### src/rtl/addr_rf_pkg.sv
// Shared types for the AddrToRF sequencer: FSM state enum, job descriptor, coordinate widths.
// Latency: n/a (types and constants only).
// Backpressure: n/a.
// HW/LW come from the IA_ROW / W_C_LENGTH macros of header.h; fallbacks below keep a bare build complete.
`ifndef IA_ROW
`define IA_ROW 16
`endif
`ifndef W_C_LENGTH
`define W_C_LENGTH 32
`endif

package addr_rf_pkg;

    localparam int HW = $clog2(`IA_ROW) + 1;
    localparam int LW = $clog2(`W_C_LENGTH) + 1;

    typedef enum logic [2:0] {
        IDLE,
        ISSUE,
        WAIT,
        HAND,
        DONE
    } sched_state_e;

    typedef struct packed {
        logic [HW-1:0] rows;
        logic [HW-1:0] cols;
        logic [1:0]    stride;
        logic [LW-1:0] length;
    } job_desc_t;

    // A stride of 0 means "unit stride".
    function automatic logic [1:0] eff_stride(input logic [1:0] s);
        return (s == 2'd0) ? 2'd1 : s;
    endfunction

endpackage

### src/rtl/addr_rf_scheduler_anchor_counter.sv
// Raster (h, w) anchor stepper with stride, end-of-row wrap and last-anchor detection.
// Latency: new anchor visible the cycle after i_step; o_last is combinational on the current anchor.
// Backpressure: none; steps only when the owner pulses i_step.
// Ports: i_clk/i_rst, i_clear (back to (0,0)), i_step (advance), i_s/i_rows/i_cols (job geometry),
//        o_h/o_w (current anchor), o_last (stepping now would leave the activation).
module anchor_counter #(
    parameter int HW = 5
) (
    input  logic          i_clk,
    input  logic          i_rst,
    input  logic          i_clear,
    input  logic          i_step,
    input  logic [1:0]    i_s,
    input  logic [HW-1:0] i_rows,
    input  logic [HW-1:0] i_cols,
    output logic [HW-1:0] o_h,
    output logic [HW-1:0] o_w,
    output logic          o_last
);

    localparam int HW1 = HW + 1;

    // One extra bit so w+s / h+s never wrap around before the compare.
    logic [HW:0] w_nx;
    logic [HW:0] h_nx;
    logic        wrap;

    assign w_nx   = {1'b0, o_w} + HW1'(i_s);
    assign h_nx   = {1'b0, o_h} + HW1'(i_s);
    assign wrap   = (w_nx >= {1'b0, i_cols});
    assign o_last = wrap && (h_nx >= {1'b0, i_rows});

    always_ff @(posedge i_clk or posedge i_rst) begin
        if (i_rst) begin
            o_h <= '0;
            o_w <= '0;
        end else if (i_clear) begin
            o_h <= '0;
            o_w <= '0;
        end else if (i_step) begin
            if (wrap) begin
                o_w <= '0;
                o_h <= h_nx[HW-1:0];
            end else begin
                o_w <= w_nx[HW-1:0];
            end
        end
    end

endmodule

### src/rtl/addr_rf_scheduler.sv
// Job sequencer for AddrToRF: walks every output anchor in raster order, one launch/finish/hand-off per anchor.
// Latency: first launch the cycle after job accept; >= 3 cycles per anchor (ISSUE, WAIT, HAND).
// Backpressure: holds o_rf_valid and the anchor until i_rf_ready; i_start ignored while busy.
// Ports: i_start/i_rows/i_cols/i_stride/i_length (job in), o_busy/o_done (job status),
//        o_ar_* / i_ar_finish (AddrToRF control), o_rf_valid/i_rf_ready (PE hand-off), o_tile_cnt.
// Option: define ADDR_RF_SCHED_TIMEOUT_EN for a WAIT watchdog of TIMEOUT_CYC cycles and the sticky o_err port.
`ifndef IA_ROW
`define IA_ROW 16
`endif
`ifndef W_C_LENGTH
`define W_C_LENGTH 32
`endif

module addr_rf_scheduler #(
    parameter int  IA_ROW      = `IA_ROW,
    parameter int  W_C_LENGTH  = `W_C_LENGTH,
    parameter int  TIMEOUT_CYC = 4096,
    localparam int HW          = $clog2(IA_ROW) + 1,
    localparam int LW          = $clog2(W_C_LENGTH) + 1
) (
    input  logic            i_clk,
    input  logic            i_rst,
    input  logic            i_start,
    input  logic [HW-1:0]   i_rows,
    input  logic [HW-1:0]   i_cols,
    input  logic [1:0]      i_stride,
    input  logic [LW-1:0]   i_length,
    output logic            o_busy,
    output logic            o_done,
    output logic            o_ar_start,
    output logic [HW-1:0]   o_ar_h,
    output logic [HW-1:0]   o_ar_w,
    output logic [1:0]      o_ar_s,
    output logic [LW-1:0]   o_ar_length,
    input  logic            i_ar_finish,
    output logic            o_rf_valid,
    input  logic            i_rf_ready,
    output logic [2*HW-1:0] o_tile_cnt
`ifdef ADDR_RF_SCHED_TIMEOUT_EN
    ,
    output logic            o_err
`endif
);

    import addr_rf_pkg::*;

    sched_state_e state;
    sched_state_e state_nx;
    job_desc_t    job;
    logic         accept;
    logic         hand_fire;
    logic         last_anchor;
    logic         wdog_hit;

    assign accept    = (state == IDLE) && i_start;
    assign hand_fire = (state == HAND) && i_rf_ready;

    assign o_ar_s      = job.stride;
    assign o_ar_length = job.length;

    anchor_counter #(.HW(HW)) u_anchor (
        .i_clk   (i_clk),
        .i_rst   (i_rst),
        .i_clear (accept),
        .i_step  (hand_fire),
        .i_s     (job.stride),
        .i_rows  (job.rows),
        .i_cols  (job.cols),
        .o_h     (o_ar_h),
        .o_w     (o_ar_w),
        .o_last  (last_anchor)
    );

`ifdef ADDR_RF_SCHED_TIMEOUT_EN
    localparam int CW = $clog2(TIMEOUT_CYC + 1);
    logic [CW-1:0] wdog_cnt;

    // Fires on the TIMEOUT_CYC-th WAIT cycle that still has no finish.
    assign wdog_hit = (state == WAIT) && !i_ar_finish && (wdog_cnt == CW'(TIMEOUT_CYC - 1));

    always_ff @(posedge i_clk or posedge i_rst) begin
        if (i_rst) begin
            wdog_cnt <= '0;
            o_err    <= 1'b0;
        end else begin
            wdog_cnt <= (state == WAIT) ? wdog_cnt + 1'b1 : '0;
            if (wdog_hit) begin
                o_err <= 1'b1;
            end
        end
    end
`else
    assign wdog_hit = 1'b0;
    // The watchdog limit only matters when the watchdog is compiled in.
    if (TIMEOUT_CYC < 1) begin : g_no_watchdog
    end
`endif

    always_ff @(posedge i_clk or posedge i_rst) begin
        if (i_rst) begin
            state      <= IDLE;
            job        <= '0;
            o_tile_cnt <= '0;
        end else begin
            state <= state_nx;
            if (accept) begin
                job.rows   <= i_rows;
                job.cols   <= i_cols;
                job.stride <= eff_stride(i_stride);
                job.length <= i_length;
                o_tile_cnt <= '0;
            end else if (hand_fire) begin
                o_tile_cnt <= o_tile_cnt + 1'b1;
            end
        end
    end

    always_comb begin
        state_nx   = state;
        o_busy     = 1'b1;
        o_ar_start = 1'b0;
        o_rf_valid = 1'b0;
        o_done     = 1'b0;
        case (state)
            IDLE: begin
                o_busy = 1'b0;
                if (i_start) begin
                    state_nx = (i_rows == '0 || i_cols == '0) ? DONE : ISSUE;
                end
            end
            ISSUE: begin
                o_ar_start = 1'b1;
                state_nx   = WAIT;
            end
            WAIT: begin
                if (i_ar_finish) begin
                    state_nx = HAND;
                end else if (wdog_hit) begin
                    state_nx = DONE;
                end
            end
            HAND: begin
                o_rf_valid = 1'b1;
                if (i_rf_ready) begin
                    state_nx = last_anchor ? DONE : ISSUE;
                end
            end
            DONE: begin
                o_done   = 1'b1;
                state_nx = IDLE;
            end
            default: state_nx = IDLE;
        endcase
    end

endmodule

### config.mk
export PLATFORM = sky130hd
export DESIGN_NAME = addr_rf_scheduler
export DESIGN_NICKNAME = d
export VERILOG_FILES = /design/src/rtl/addr_rf_pkg.sv /design/src/rtl/addr_rf_scheduler_anchor_counter.sv /design/src/rtl/addr_rf_scheduler.sv
export SDC_FILE = /design/constraint.sdc
export NUM_CORES = 1
export LEC_CHECK = 0
export BUFFER_PORTS_ARGS = -buffer_cell sky130_fd_sc_hd__buf_4
export CORE_UTILIZATION = 58
export DETAILED_ROUTE_END_ITERATION = 12
export PLACE_DENSITY = 0.88
export SLEW_MARGIN = 20
export SYNTH_ARGS = -nofsm -noshare
export SYNTH_HDL_FRONTEND = slang
export SYNTH_SLANG_ARGS = --single-unit
### constraint.sdc
create_clock -name i_clk -period 5.55 [get_ports i_clk]
set_input_delay 0.8325 -clock i_clk [delete_from_list [all_inputs] [get_ports i_clk]]
set_output_delay 0.8325 -clock i_clk [all_outputs]
set_load 0.1 [all_outputs]
# Word-level counts from Yosys, hierarchy flattened
# Cells that the tools add are included.
[op_classes]
n_shift = 0
n_addsub = 3
n_bitwise = 0
n_div = 0
reduce_logical = 12
multipliers = 0
eq_ne = 7
n_lt_le_gt_ge = 2
muxes = 19
[ops]
columns = ["operator", "n"]
rows = [
  ["5-bit two-way mux", 6],
  ["10-bit two-way mux", 2],
  ["3-bit two-way mux", 5],
  ["5-bit by 2-bit adder with 6-bit output", 2],
  ["6-bit by 5-bit >= comparator with 1-bit output", 2],
  ["3-bit one-hot mux with 4 select lines", 1],
  ["10-bit by 1-bit adder with 10-bit output, second input constant", 1],
  ["5-bit logical NOT", 2],
  ["3-bit by 2-bit equality test with 1-bit output, second input constant", 2],
  ["2-bit inequality test, second input constant", 3],
  ["1-bit two-way mux", 4],
  ["2-bit nonzero test", 2],
  ["3-bit by 1-bit equality test with 1-bit output, second input constant", 1],
  ["3-bit equality test, second input constant", 1],
  ["1-bit logical AND", 3],
  ["3-bit logical NOT", 1],
  ["3-bit AND reduction", 1],
  ["2-bit logical NOT", 1],
  ["2-bit two-way mux", 1],
  ["2-bit AND reduction", 1],
  ["1-bit logical OR", 1],
]
[totals]
latch_bits = 0
input_bits = 23
reg_bits = 41
mem_bits_ro = 0
mem_count = 0
output_inout_bits = 32
word_cells = 51
ram_bits = 0

# Logic depth before layout (Yosys ltp)
# Gate-level depths: netlist (run 1).
[logic_depth]
depth_word = 6
ltp_mapped = 10
mapped_depth_nobuf = 10

# By module
# Synthesis (run 1) repeated with hierarchy kept, for this count alone.
[hier_totals]
hier_cells = 226
area_unflattened_um2 = 2412.3
[by_module_without_submodules]
columns = ["module", "seq_area_each_um2", "cells_per_inst", "area_per_inst_um2", "instances"]
rows = [
  ["addr_rf_scheduler", 775.7, 125, 1485.2, 1],
  ["anchor_counter", 250.2, 101, 927.1, 1],
]

# Worst setup path before layout (run 1)
# No wires, ideal clock.
[synth_timing]
path_kind = "flip-flop to output port"
startpoint = "register state[1]"
endpoint = "output o_done"
path_stages_with_launch = 2
slack_ns = 2.074
n_path_buf = 0
arrival_time_ns = 2.643
required_ns = 4.718
cell_sequence = "dfrtp_1 > nor3b_1"
[synth_between]
elab_chain_len = 2
[synth_lines]
columns = ["item", "line", "text"]
rows = [
  ["from (decl)", "addr_rf_scheduler.sv:47", "sched_state_e state;"],
  ["from (signal assigned)", "addr_rf_scheduler.sv:105", "state <= state_nx;"],
  ["3-bit equality test", "addr_rf_scheduler.sv:124", "case (state)"],
  ["1-bit two-way mux", "addr_rf_scheduler.sv:124", ""],
  ["to (decl)", "addr_rf_scheduler.sv:29", "output logic o_done,"],
]
# Every way passes these cells.

# Final worst setup path (run 1)
[layout_timing]
startpoint = "register job, in the netlist o_ar_s[0]"
endpoint = "register u_anchor.o_w[0]"
[layout_between]
elab_chain_len = 5
[layout_lines]
columns = ["item", "line", "text"]
rows = [
  ["from (decl)", "addr_rf_scheduler.sv:49", "job_desc_t job;"],
  ["5-bit by 2-bit adder with 6-bit output *", "addr_rf_scheduler_anchor_counter.sv:28", "assign w_nx = {1'b0, o_w} + HW1'(i_s);"],
  ["6-bit by 5-bit >= comparator with 1-bit output", "addr_rf_scheduler_anchor_counter.sv:30", "assign wrap = (w_nx >= {1'b0, i_cols});"],
  ["5-bit two-way mux *", "addr_rf_scheduler_anchor_counter.sv:41", "if (wrap) begin"],
  ["5-bit two-way mux *", "addr_rf_scheduler_anchor_counter.sv:40", "end else if (i_step) begin"],
  ["5-bit two-way mux *", "addr_rf_scheduler_anchor_counter.sv:37", "end else if (i_clear) begin"],
  ["to (signal assigned)", "addr_rf_scheduler_anchor_counter.sv:45", "o_w <= w_nx[HW-1:0];"],
  ["to (decl)", "addr_rf_scheduler_anchor_counter.sv:17", "output logic [HW-1:0] o_w,"],
]
# Mark *: on every way between the ends. The rest lies on a longest branch, timed or not. The select of a mux whose other input is x is not followed.
# A chain may end at the register's enable or synchronous reset.

==> run metrics, run 1 <==
top cells by area, synth=dfrtp_1 (44%), ha_1 (8.1%), nand2_1 (7.7%); Slew Limit Fails=0; area grow syn2layout=19.2%; Setup WS pre-CTS=2.69 ns; Avg Inst Size Synth=9.58 µm²; async set-reset flop share out of synthesis=1.00; Std-Cell Rows=22; xor and xnor area share after synthesis=0.0527; CP max FO=9; final WL=4.82 mm; most frequent cells in the layout=buf_4 (55), nand2_1 (48), dfrtp_1 (41), inv_1 (18), o21ai_0 (16); total chip power=1.77 mW; Placeable Area=3740 µm²; largest family of logic cells by synthesized area=simple AND/OR/NAND/NOR gates; largest net degree at the start of global routing=44; Primary FF master, synth=dfrtp_1; post-CTS setup buffer count=0; Post-Route Setup TNS=0 ns; Synth top area share=0.441; Slew headroom=0.474; CP Launch Type=flop; Synth Area in Adders=0.0978; TritonCTS Buffers=5; arrival time at the worst endpoint=3.12 ns; DIE AREA=4270 µm²; 1st-pass router iterations=4; H-tree depth=2; commonest non-fill, non-tap cell in the layout=buf_4; final hold violation count=0; # hold bufs at CTS=0; worst setup margin=2.64 ns; P per Cell Area=637 nW/µm²; CTS tree=done; first-pass GRT wire length=8.09 mm; Max IR drop VDD=474 µV; post-synthesis compound-gate area fraction=0.122; vias in the first global route=about 1,800; Hold WC Path Type=reg2reg; Finish-stage setup viols=0; mux cell area share after synthesis=0.0172; layout cells sized above 1=0.239; Max-Cap Viols=0; Die Y=between 60 and 70 µm; placed cells=330; Initial DRC Count=100; initial core utilization=0.622; Post-synth EDFFs=0; I/O pin total=55; DR vias=approximately 1,800; Yosys cell types=44; DRC violations left=0; Tcrit/Tclk final=0.524; post-DP HPWL=3.38 mm; Nets=329; CTS sink cnt=41; cell taking the most area after synthesis=dfrtp_1; outcome=finished clean; CTS root buf=clkbuf_8; clock transition at the registers of the reported paths=0.08 ns; fill cell count=287; GRT Util Overall=0.253; Post-Syn Instances=243; simple-gate share of the synthesized area=0.193; vias per cell=5.47; PortBufs=54; kind of critical path=reg2reg; synth warn=0; Remaining Overflow, GRT=0; Syn Std Cell Area=2330 µm²; CTS resizes=0; Max Buffers Root-to-Sink=2; skew final=0.00692 ns; Tmin final=2.91 ns; Die Span X=65.3 µm; initial antenna violation count=0; register bit total from synthesis=41; final RePlAce weighted congestion=0.825; Final ANT Viol Nets=0; Final Non-Filler Cells=about 340; leakage power=~1.4 nW; worst path required time=roughly 5.8 ns; WL per Instance=14.3 µm; syn_nets=283; Setup crit end kind=flop; register area share after synthesis=0.441; clock latency on the worst-skew pair=0.29 ns; Worst-Margin Slew=~0.8 ns; diode count=0; Max Clock Freq=344 MHz; RSZ-0062 raised after global routing=no
==> final cells by class <==
| type | count | area [µm²] | area share |
|---|---|---|---|
| clock buffers | 7 | 86.3 | 0.0311 |
| repair buffers | 55 | 413 | 0.149 |
| well taps | 48 | 60.1 | 0.0216 |
| flip-flops and latches | 41 | 1030 | 0.370 |
| inverters | 18 | 67.6 | 0.0243 |
| multi-input cells | 168 | 1120 | 0.404 |
==> per-layer routing <==
metal  up-vias  track usage  wire length, µm
met4         0       0.0951               74
met3         8       0.0521              186
met2        40        0.428             2450
met1       883        0.317             2110
li1        912            -                -
met5         -            0                0
==> cells in the mapped netlist (2+ instances only) <==
cell type and n:
nor3_1 4, nand3_1 8, ha_1 15, nand2b_1 3, a21oi_1 7, mux2i_1 4
nor3b_1 2, a31oi_1 2, clkbuf_8 2, dfrtp_1 41, inv_1 18, nand3b_1 2
nand4_1 4, fa_1 2, xor2_1 6, or4_1 2, clkbuf_1 5, buf_4 8
xnor2_1 8, o21a_1 2, a2111oi_2 2, nand2_1 48, nor2_1 11, a21o_1 2
o21ai_0 16
==> registers in the layout (all words and copies together), names as in the netlist <==
name and count:
o_tile_cnt 10, o_ar_length 6, state 3, u_anchor.o_w 5
u_anchor.o_h 5, job 10, o_ar_s 2
==> stage by stage <==
| stage | utilization | instance area [µm²] | hold slack (ns) |
|---|---|---|---|
| after floorplan | - | 2330 | 0.447 |
| after global placement | 0.718 | 2690 | 0.461 |
| after detailed placement | 0.718 | 2690 | 0.464 |
| after CTS | 0.741 | 2780 | 0.482 |
| after global routing | 0.741 | 2780 | 0.513 |
| final | 0.741 | 2780 | 0.474 |
==> worst max-delay path: stages, from the launching register on <==
cell and delay (ns):
dfrtp_1 0.43, ha_1 0.23, fa_1 0.44, xor2_1 0.18
ha_1 0.20, a2111o_1 0.43, a311oi_4 0.54, nand3_1 0.18
a21oi_1 0.21
==> logic make-up (layout without fill, tap and decap cells) <==
kind of cell    count (synthesis)  after routing
fa+ha+maj                      17             17
mux                             4              4
buf+inv                        34             80
simple gates                   93             93
xor+xnor                       14             14
compound gates                 40             40
flops                          41             41
==> path summary, 6_finish.rpt <==
check                                      startpoint                     endpoint  slack (ns)  cells past startpoint
min in group asynchronous                       i_rst    o_tile_cnt[2]$_DFFE_PP0P_        0.67                      3
hold / removal             o_ar_length[3]$_DFFE_PP0P_   o_ar_length[3]$_DFFE_PP0P_        0.47                      2
setup reg to reg                o_ar_s[0]$_DFFE_PP0P_  u_anchor.o_w[0]$_DFFE_PP0P_        2.64                      8
hold reg to reg            o_ar_length[3]$_DFFE_PP0P_   o_ar_length[3]$_DFFE_PP0P_        0.47                      2
setup / recovery                o_ar_s[0]$_DFFE_PP0P_  u_anchor.o_w[0]$_DFFE_PP0P_        2.64                      8
max in group asynchronous                       i_rst  u_anchor.o_h[3]$_DFFE_PP0P_        4.52                      3
==> where the power goes <==
part | leakage (nW) | switching (mW) | internal (mW) | total [mW]
clock | 0.0443 | 0.0969 | 0.0986 | 0.196
combinational | 0.797 | 0.790 | 0.299 | 1.09
sequential | 0.529 | 0.0875 | 0.396 | 0.484
total | 1.37 | 0.975 | 0.794 | 1.77
Power figures use the tool's default switching activity.
==> run 2, diff against run 1 <==
--- a/config.mk
+++ b/config.mk
@@ -5,10 +5,11 @@
 export SDC_FILE = /design/constraint.sdc
 export NUM_CORES = 1
 export LEC_CHECK = 0
+export ABC_AREA = 1
 export BUFFER_PORTS_ARGS = -buffer_cell sky130_fd_sc_hd__buf_4
-export CORE_UTILIZATION = 58
+export CORE_UTILIZATION = 54
 export DETAILED_ROUTE_END_ITERATION = 12
-export PLACE_DENSITY = 0.88
+export PLACE_DENSITY = 0.83
 export SLEW_MARGIN = 20
 export SYNTH_ARGS = -nofsm -noshare
 export SYNTH_HDL_FRONTEND = slang
==> constraint.sdc (replaced) <==
create_clock -name i_clk -period 2.73 [get_ports i_clk]
set_input_delay 0.4095 -clock i_clk [delete_from_list [all_inputs] [get_ports i_clk]]
set_output_delay 0.4095 -clock i_clk [all_outputs]
set_load 0.1 [all_outputs]
==> run 2 against run 1 <==
Die area increased by 9.1%. Synthesized cell count increased by 23%. Synthesized area increased by 1.8%. Design area increased by 2.6%. Routed wire length decreased by 0.56%. Utilization decreased by 5.0 points. Cell count increased by 19%. Non-clock buffer count increased by 3. Register-to-register slack got worse by 2.3 ns. Maximum frequency increased by 22%. Critical path depth increased by 3. Worst hold slack got worse by 0.17 ns. Largest cell class unchanged. Highest routed layer unchanged.
==> run metrics, run 2 <==
I/O pin total=55 (unchanged); R2R cell count=11 (+3); arrival time at the worst endpoint=2.62 ns (-0.50 ns); syn_nets=339 (+20%); most frequent cell after synthesis=nand2_1; Synth top area share=0.433 (-0.00791); CTS sink cnt=41 (unchanged); CTS resizes=0 (unchanged); CP max FO=8 (-1); Tcrit/Tclk final=0.874 (+0.349); register area=1030 µm² (+0.12%); Nets=390 (+19%); delay-heaviest family, CP=adder cells; GRT Util Overall=0.230 (-0.0229); fill cell count=360 (+25%); Slew Limit Fails=0 (unchanged); H-tree depth=2 (unchanged); final RePlAce weighted congestion=0.788 (-4.4%); Post-Syn Instances=299 (+23%); area of the multi-input gates=1060 µm² (-5.6%); post-CTS setup buffer count=0 (unchanged); cell taking the most area after synthesis=dfrtp_1; final hold violation count=0 (unchanged); kind of critical path=reg2reg; Max Buffers Root-to-Sink=2 (unchanged); register area share after synthesis=0.433 (-0.00791); CP max-delay cell=dfrtp_2; most frequent cells in the layout=nand2_1 (87), buf_4 (58), inv_1 (47), dfrtp_1 (40), o21ai_0 (23); Finish-stage setup viols=0 (unchanged); synth warn=0 (unchanged); initial core utilization=0.576 (-0.0458); final WL=4.79 mm (-0.56%); Final ANT Viol Nets=0 (unchanged); Hold WC Path Type=in2reg; Die Y=68.2 µm (+4.4%); Final Non-Filler Cells=400 (+19%); Max Clock Freq=419 MHz (+22%); Placeable Area=4120 µm² (+9.9%); first-pass GRT wire length=7.67 mm (-5.3%); RSZ-0062 raised after global routing=no; Syn Std Cell Area=2370 µm² (+1.8%); Setup crit end kind=flop; slowest stage delay, CP=0.42 ns (-0.12 ns); Tmin final=2.39 ns (-0.525 ns); Yosys cell types=27 (-39%); CTS root buf=clkbuf_8; post-DP HPWL=3.70 mm (+9.5%); clock latency on the worst-skew pair=0.30 ns (about the same); Max-Cap Viols=0 (unchanged); largest net degree at the start of global routing=30 (-32%); TritonCTS Buffers=5 (unchanged); area grow syn2layout=20.1%; synth cell count leaders=nand2_1 (87), inv_1 (47), dfrtp_1 (41); skew final=0.0101 ns (+0.00315 ns); 1st-pass router iterations=4 (unchanged); PortBufs=54 (unchanged); Avg Inst Size Synth=7.93 µm² (-17%); Buf/Inv on CP=1 (+1); # hold bufs at CTS=0 (unchanged); top cells by area, synth=dfrtp_1 (43%), nand2_1 (14%), ha_1 (7.9%); placed cells=393 (+19%); vias per cell=5.10 (-6.8%); layout cells sized above 1=0.211 (-0.0273); CP Launch Type=flop; Std-Cell Rows=23 (+4.5%); CTS tree=done; DR vias=2,039 (+11%); DRC violations left=0 (unchanged); Slew headroom=0.365 (-0.109); DIE AREA=4660 µm² (+9.1%); register bit total from synthesis=41 (unchanged); Initial DRC Count=99 (-1.0%); diode count=0 (unchanged); initial antenna violation count=0 (unchanged); outcome=finished clean; Levels on crit path=11 (+3); clock transition at the registers of the reported paths=0.07 ns (about the same); worst hold path depth=3 (+1); async set-reset flop share out of synthesis=1.00 (unchanged); Primary FF master, synth=dfrtp_1; Remaining Overflow, GRT=0 (unchanged); Post-Route Setup TNS=0 ns (unchanged); Die Span X=68.2 µm (+4.4%); vias in the first global route=1,745 (-2.7%); crit-path cells=ha_1, fa_1, nand3_1, xor2_1, inv_1, ha_1, a31oi_1, nand2_2, o21ai_2, nand2_1, nand2_1; Worst-Margin Slew=0.951 ns (+0.163 ns); WL per Instance=12.0 µm (-16%); commonest non-fill, non-tap cell in the layout=nand2_1; Post-synth EDFFs=0 (unchanged); worst path required time=2.97 ns (-2.79 ns)
[run 2: cell types whose count changed after synthesis, sizes merged, moves of 4 or more]
cell / delta
nand2: +43
clkbuf: -7
nand4: +4
inv: +31
xnor2: -6
buf: +5
mux2i: -4
o21ai: +8
nand2b: -4
[run 2: path summary, 6_finish.rpt]
path,from,to,slack [ns]
min reg2reg,o_ar_length[1]$_DFFE_PP0P_,o_ar_length[1]$_DFFE_PP0P_,0.48
min in group asynchronous,i_rst,job[11]$_DFFE_PP0P_,0.33
min,i_rows[0],job[13]$_DFFE_PP0P_,0.31
max reg2reg,u_anchor.o_w[0]$_DFFE_PP0P_,u_anchor.o_h[2]$_DFFE_PP0P_,0.34
max in group asynchronous,i_rst,o_tile_cnt[8]$_DFFE_PP0P_,1.66
max,u_anchor.o_w[0]$_DFFE_PP0P_,u_anchor.o_h[2]$_DFFE_PP0P_,0.34
[run 2: through the flow]
stage	setup WS, ns	cell area (µm²)	hold WS (ns)	utilization
final	0.344	2850	0.309	0.692
after global routing	0.127	2850	0.294	0.692
after CTS	0.342	2850	0.292	0.692
after detailed placement	0.359	2770	0.466	0.673
after global placement	0.447	2770	0.467	0.673
after floorplan	0.00244	2380	0.450	-
[run 2: worst register-to-register path: stages (launching register included)]
cell and delay, ns:
dfrtp_2 0.42, ha_1 0.23, fa_1 0.41, nand3_1 0.10, xor2_1 0.17, inv_1 0.06, ha_1 0.17, a31oi_1 0.22
nand2_2 0.16, o21ai_2 0.23, nand2_1 0.08, nand2_1 0.07
[run 2: routing by layer]
metal / share of wire / vias to the layer above / track usage
met4: 0.017 / 0 / 0.0938
li1: - / 1032 / -
met5: 0 / - / 0
met1: 0.45 / 952 / 0.282
met2: 0.49 / 49 / 0.380
met3: 0.045 / 6 / 0.0617
[run 2: kinds of logic (layout without fill, tap and decap cells)]
family / count (synthesis) / in the layout / synth area share
AO/OA/AOI/OAI: 37 / 37 / 0.0834
XOR/XNOR: 7 / 7 / 0.0259
adder cells (fa/ha/maj): 17 / 17 / 0.0961
buffers and inverters: 63 / 114 / 0.122
flip-flops: 41 / 41 / 0.433
AND/OR/NAND/NOR: 134 / 134 / 0.240
[run 2: area by class of cell]
class                   instances  share of cell area
inverters                      49              0.0646
repair buffers                 58               0.153
well taps                      50              0.0220
multi-input cells             195               0.372
flip-flops and latches         41               0.361
clock inverters                 1             0.00176
clock buffers                   6              0.0255
Power of run 2 is not shown: default switching activity piles up to over one toggle a cycle in this logic, so the estimate is an artifact.
==> run 3, diff against run 2 <==
--- a/config.mk
+++ b/config.mk
@@ -10,6 +10,8 @@
 export CORE_UTILIZATION = 54
 export DETAILED_ROUTE_END_ITERATION = 12
 export PLACE_DENSITY = 0.83
+export RECOVER_POWER = 25
+export SETUP_SLACK_MARGIN = 0.5
 export SLEW_MARGIN = 20
 export SYNTH_ARGS = -nofsm -noshare
 export SYNTH_HDL_FRONTEND = slang
==> run 3 against run 2 <==
Sequential cell count stayed put. Global-route usage is 3.9 points higher. Die area stayed put. Setup slack better by 0.028 ns. Cell count is 2.0% higher. First-iteration DRC count is 6.1% lower. Largest cell class unchanged.
==> run metrics, run 3 (synthesized netlist as in run 2, its figures left out) <==
outcome=finished clean; # hold bufs at CTS=0 (unchanged); diode count=0 (unchanged); CP max FO=5 (-3); first-pass GRT wire length=9.00 mm (+17%); most frequent CP cell=nand2_1; area grow syn2layout=28.0%; DIE AREA=4660 µm² (unchanged); I/O pin total=55 (unchanged); GR peak layer=met2; final hold violation count=0 (unchanged); fill cell count=339 (-5.8%); arrival time at the worst endpoint=2.56 ns (-0.06 ns); Buf/Inv on CP=1 (unchanged); GRT Util Overall=0.269 (+0.0394); WL per Instance=13.5 µm (+13%); DRC violations left=0 (unchanged); layout cells sized above 1=0.282 (+0.0707); Max Clock Freq=424 MHz (+1.2%); Finish-stage setup viols=0 (unchanged); commonest non-fill, non-tap cell in the layout=nand2_1; GR met2 Demand/Resource=0.477 (+0.0968); CP Launch Type=flop; post-DP HPWL=3.96 mm (+7.0%); CTS tree=done; CTS sink cnt=41 (unchanged); GR Layer Usage met1=0.305 (+0.0226); Slew Limit Fails=0 (unchanged); Max-Cap Viols=0 (unchanged); clock transition at the registers of the reported paths=0.08 ns (about the same); largest net degree at the start of global routing=25 (-17%); Util after Layout=0.737 (+0.0453); Std-Cell Rows=23 (unchanged); RSZ-0062 raised after global routing=yes; Die Y=68.2 µm (unchanged); worst path required time=2.93 ns (-0.04 ns); slowest stage delay, CP=0.49 ns (+0.07 ns); Worst-Margin Slew=0.880 ns (-0.0710 ns); skew final=0.00619 ns (-0.00388 ns); Slew headroom=0.412 (+0.0474); H-tree depth=2 (unchanged); TritonCTS Buffers=5 (unchanged); crit-path cells=ha_4, fa_2, xor2_2, ha_1, nand2_1, inv_1, nand2_1, nand2_1, nand2_2, nand4_1, o22ai_1; Tmin final=2.36 ns (-0.0284 ns); Initial DRC Count=93 (-6.1%); initial core utilization=0.576 (unchanged); final WL=5.53 mm (+15%); Max Buffers Root-to-Sink=2 (unchanged); vias per cell=5.15 (+0.97%); CTS root buf=clkbuf_8; Setup crit end kind=flop; PortBufs=54 (unchanged); Tcrit/Tclk final=0.864 (-0.0104); Final ANT Viol Nets=0 (unchanged); 1st-pass router iterations=4 (unchanged); CP max-delay cell=dfrtp_4; Placeable Area=4120 µm² (unchanged); initial antenna violation count=0 (unchanged); kind of critical path=reg2reg; Remaining Overflow, GRT=0 (unchanged); Nets=397 (+1.8%); Die Span X=68.2 µm (unchanged); final RePlAce weighted congestion=0.854 (+8.3%); clock latency on the worst-skew pair=0.29 ns (about the same); most frequent cells in the layout=nand2_1 (84), buf_4 (62), inv_1 (46), dfrtp_1 (34), o21ai_0 (19); Hold WC Path Type=in2async; grt met3 use=0.0567 (-0.00500); DR vias=2,100 (+3.0%); Post-Route Setup TNS=0 ns (unchanged); vias in the first global route=2,034 (+17%); delay-heaviest family, CP=adder cells
-- run 3: final timing paths --
path                                                   from                           to  slack [ns]  cells after the start
worst max register to register  u_anchor.o_w[0]$_DFFE_PP0P_  u_anchor.o_w[3]$_DFFE_PP0P_        0.37                     11
max in group asynchronous                             i_rst   o_ar_length[5]$_DFFE_PP0P_        1.62                      3
worst max-delay path            u_anchor.o_w[0]$_DFFE_PP0P_  u_anchor.o_w[3]$_DFFE_PP0P_        0.37                     11
min in group i_clk                              i_length[2]   o_ar_length[2]$_DFFE_PP0P_        0.31                      3
worst min register to register   o_ar_length[3]$_DFFE_PP0P_   o_ar_length[3]$_DFFE_PP0P_        0.48                      2
worst min-delay path                                  i_rst          job[10]$_DFFE_PP0P_        0.31                      2
-- run 3: layer usage --
metal  up-vias  wire (µm)
li1       1050          -
met1       979       2340
met2        56       2810
met3        15        211
met4         0        168
met5         -          0
-- run 3: what timing repair did --
action / CTS / global route
setup buffers: 5 / 2
resized for setup: 11 / 9
setup endpoints to repair: 12 / 12
pin swaps: 9 / 8
-- run 3: cell type report --
class                           count  area (µm²)  share of cell area
Multi-Input combinational cell    195        1170               0.384
Timing Repair Buffer               65         488               0.161
Clock buffer                        8        90.1              0.0297
Inverter                           49         184              0.0606
Tap cell                           50        62.6              0.0206
Sequential cell                    41        1040               0.344
-- run 3: per-stage QoR --
step           setup WS [ns]  cell area [µm²]  instances  hold WS, ns
3_3_place_gp           0.413             2800        393        0.466
3_5_place_dp           0.330             2800        393        0.467
4_1_cts                0.420             2980        406        0.303
2_1_floorplan          0.321             2400        299        0.450
6_report               0.373             3030        408        0.308
5_1_grt                0.230             3030        408        0.312
Power of run 3 is left out for the same reason.
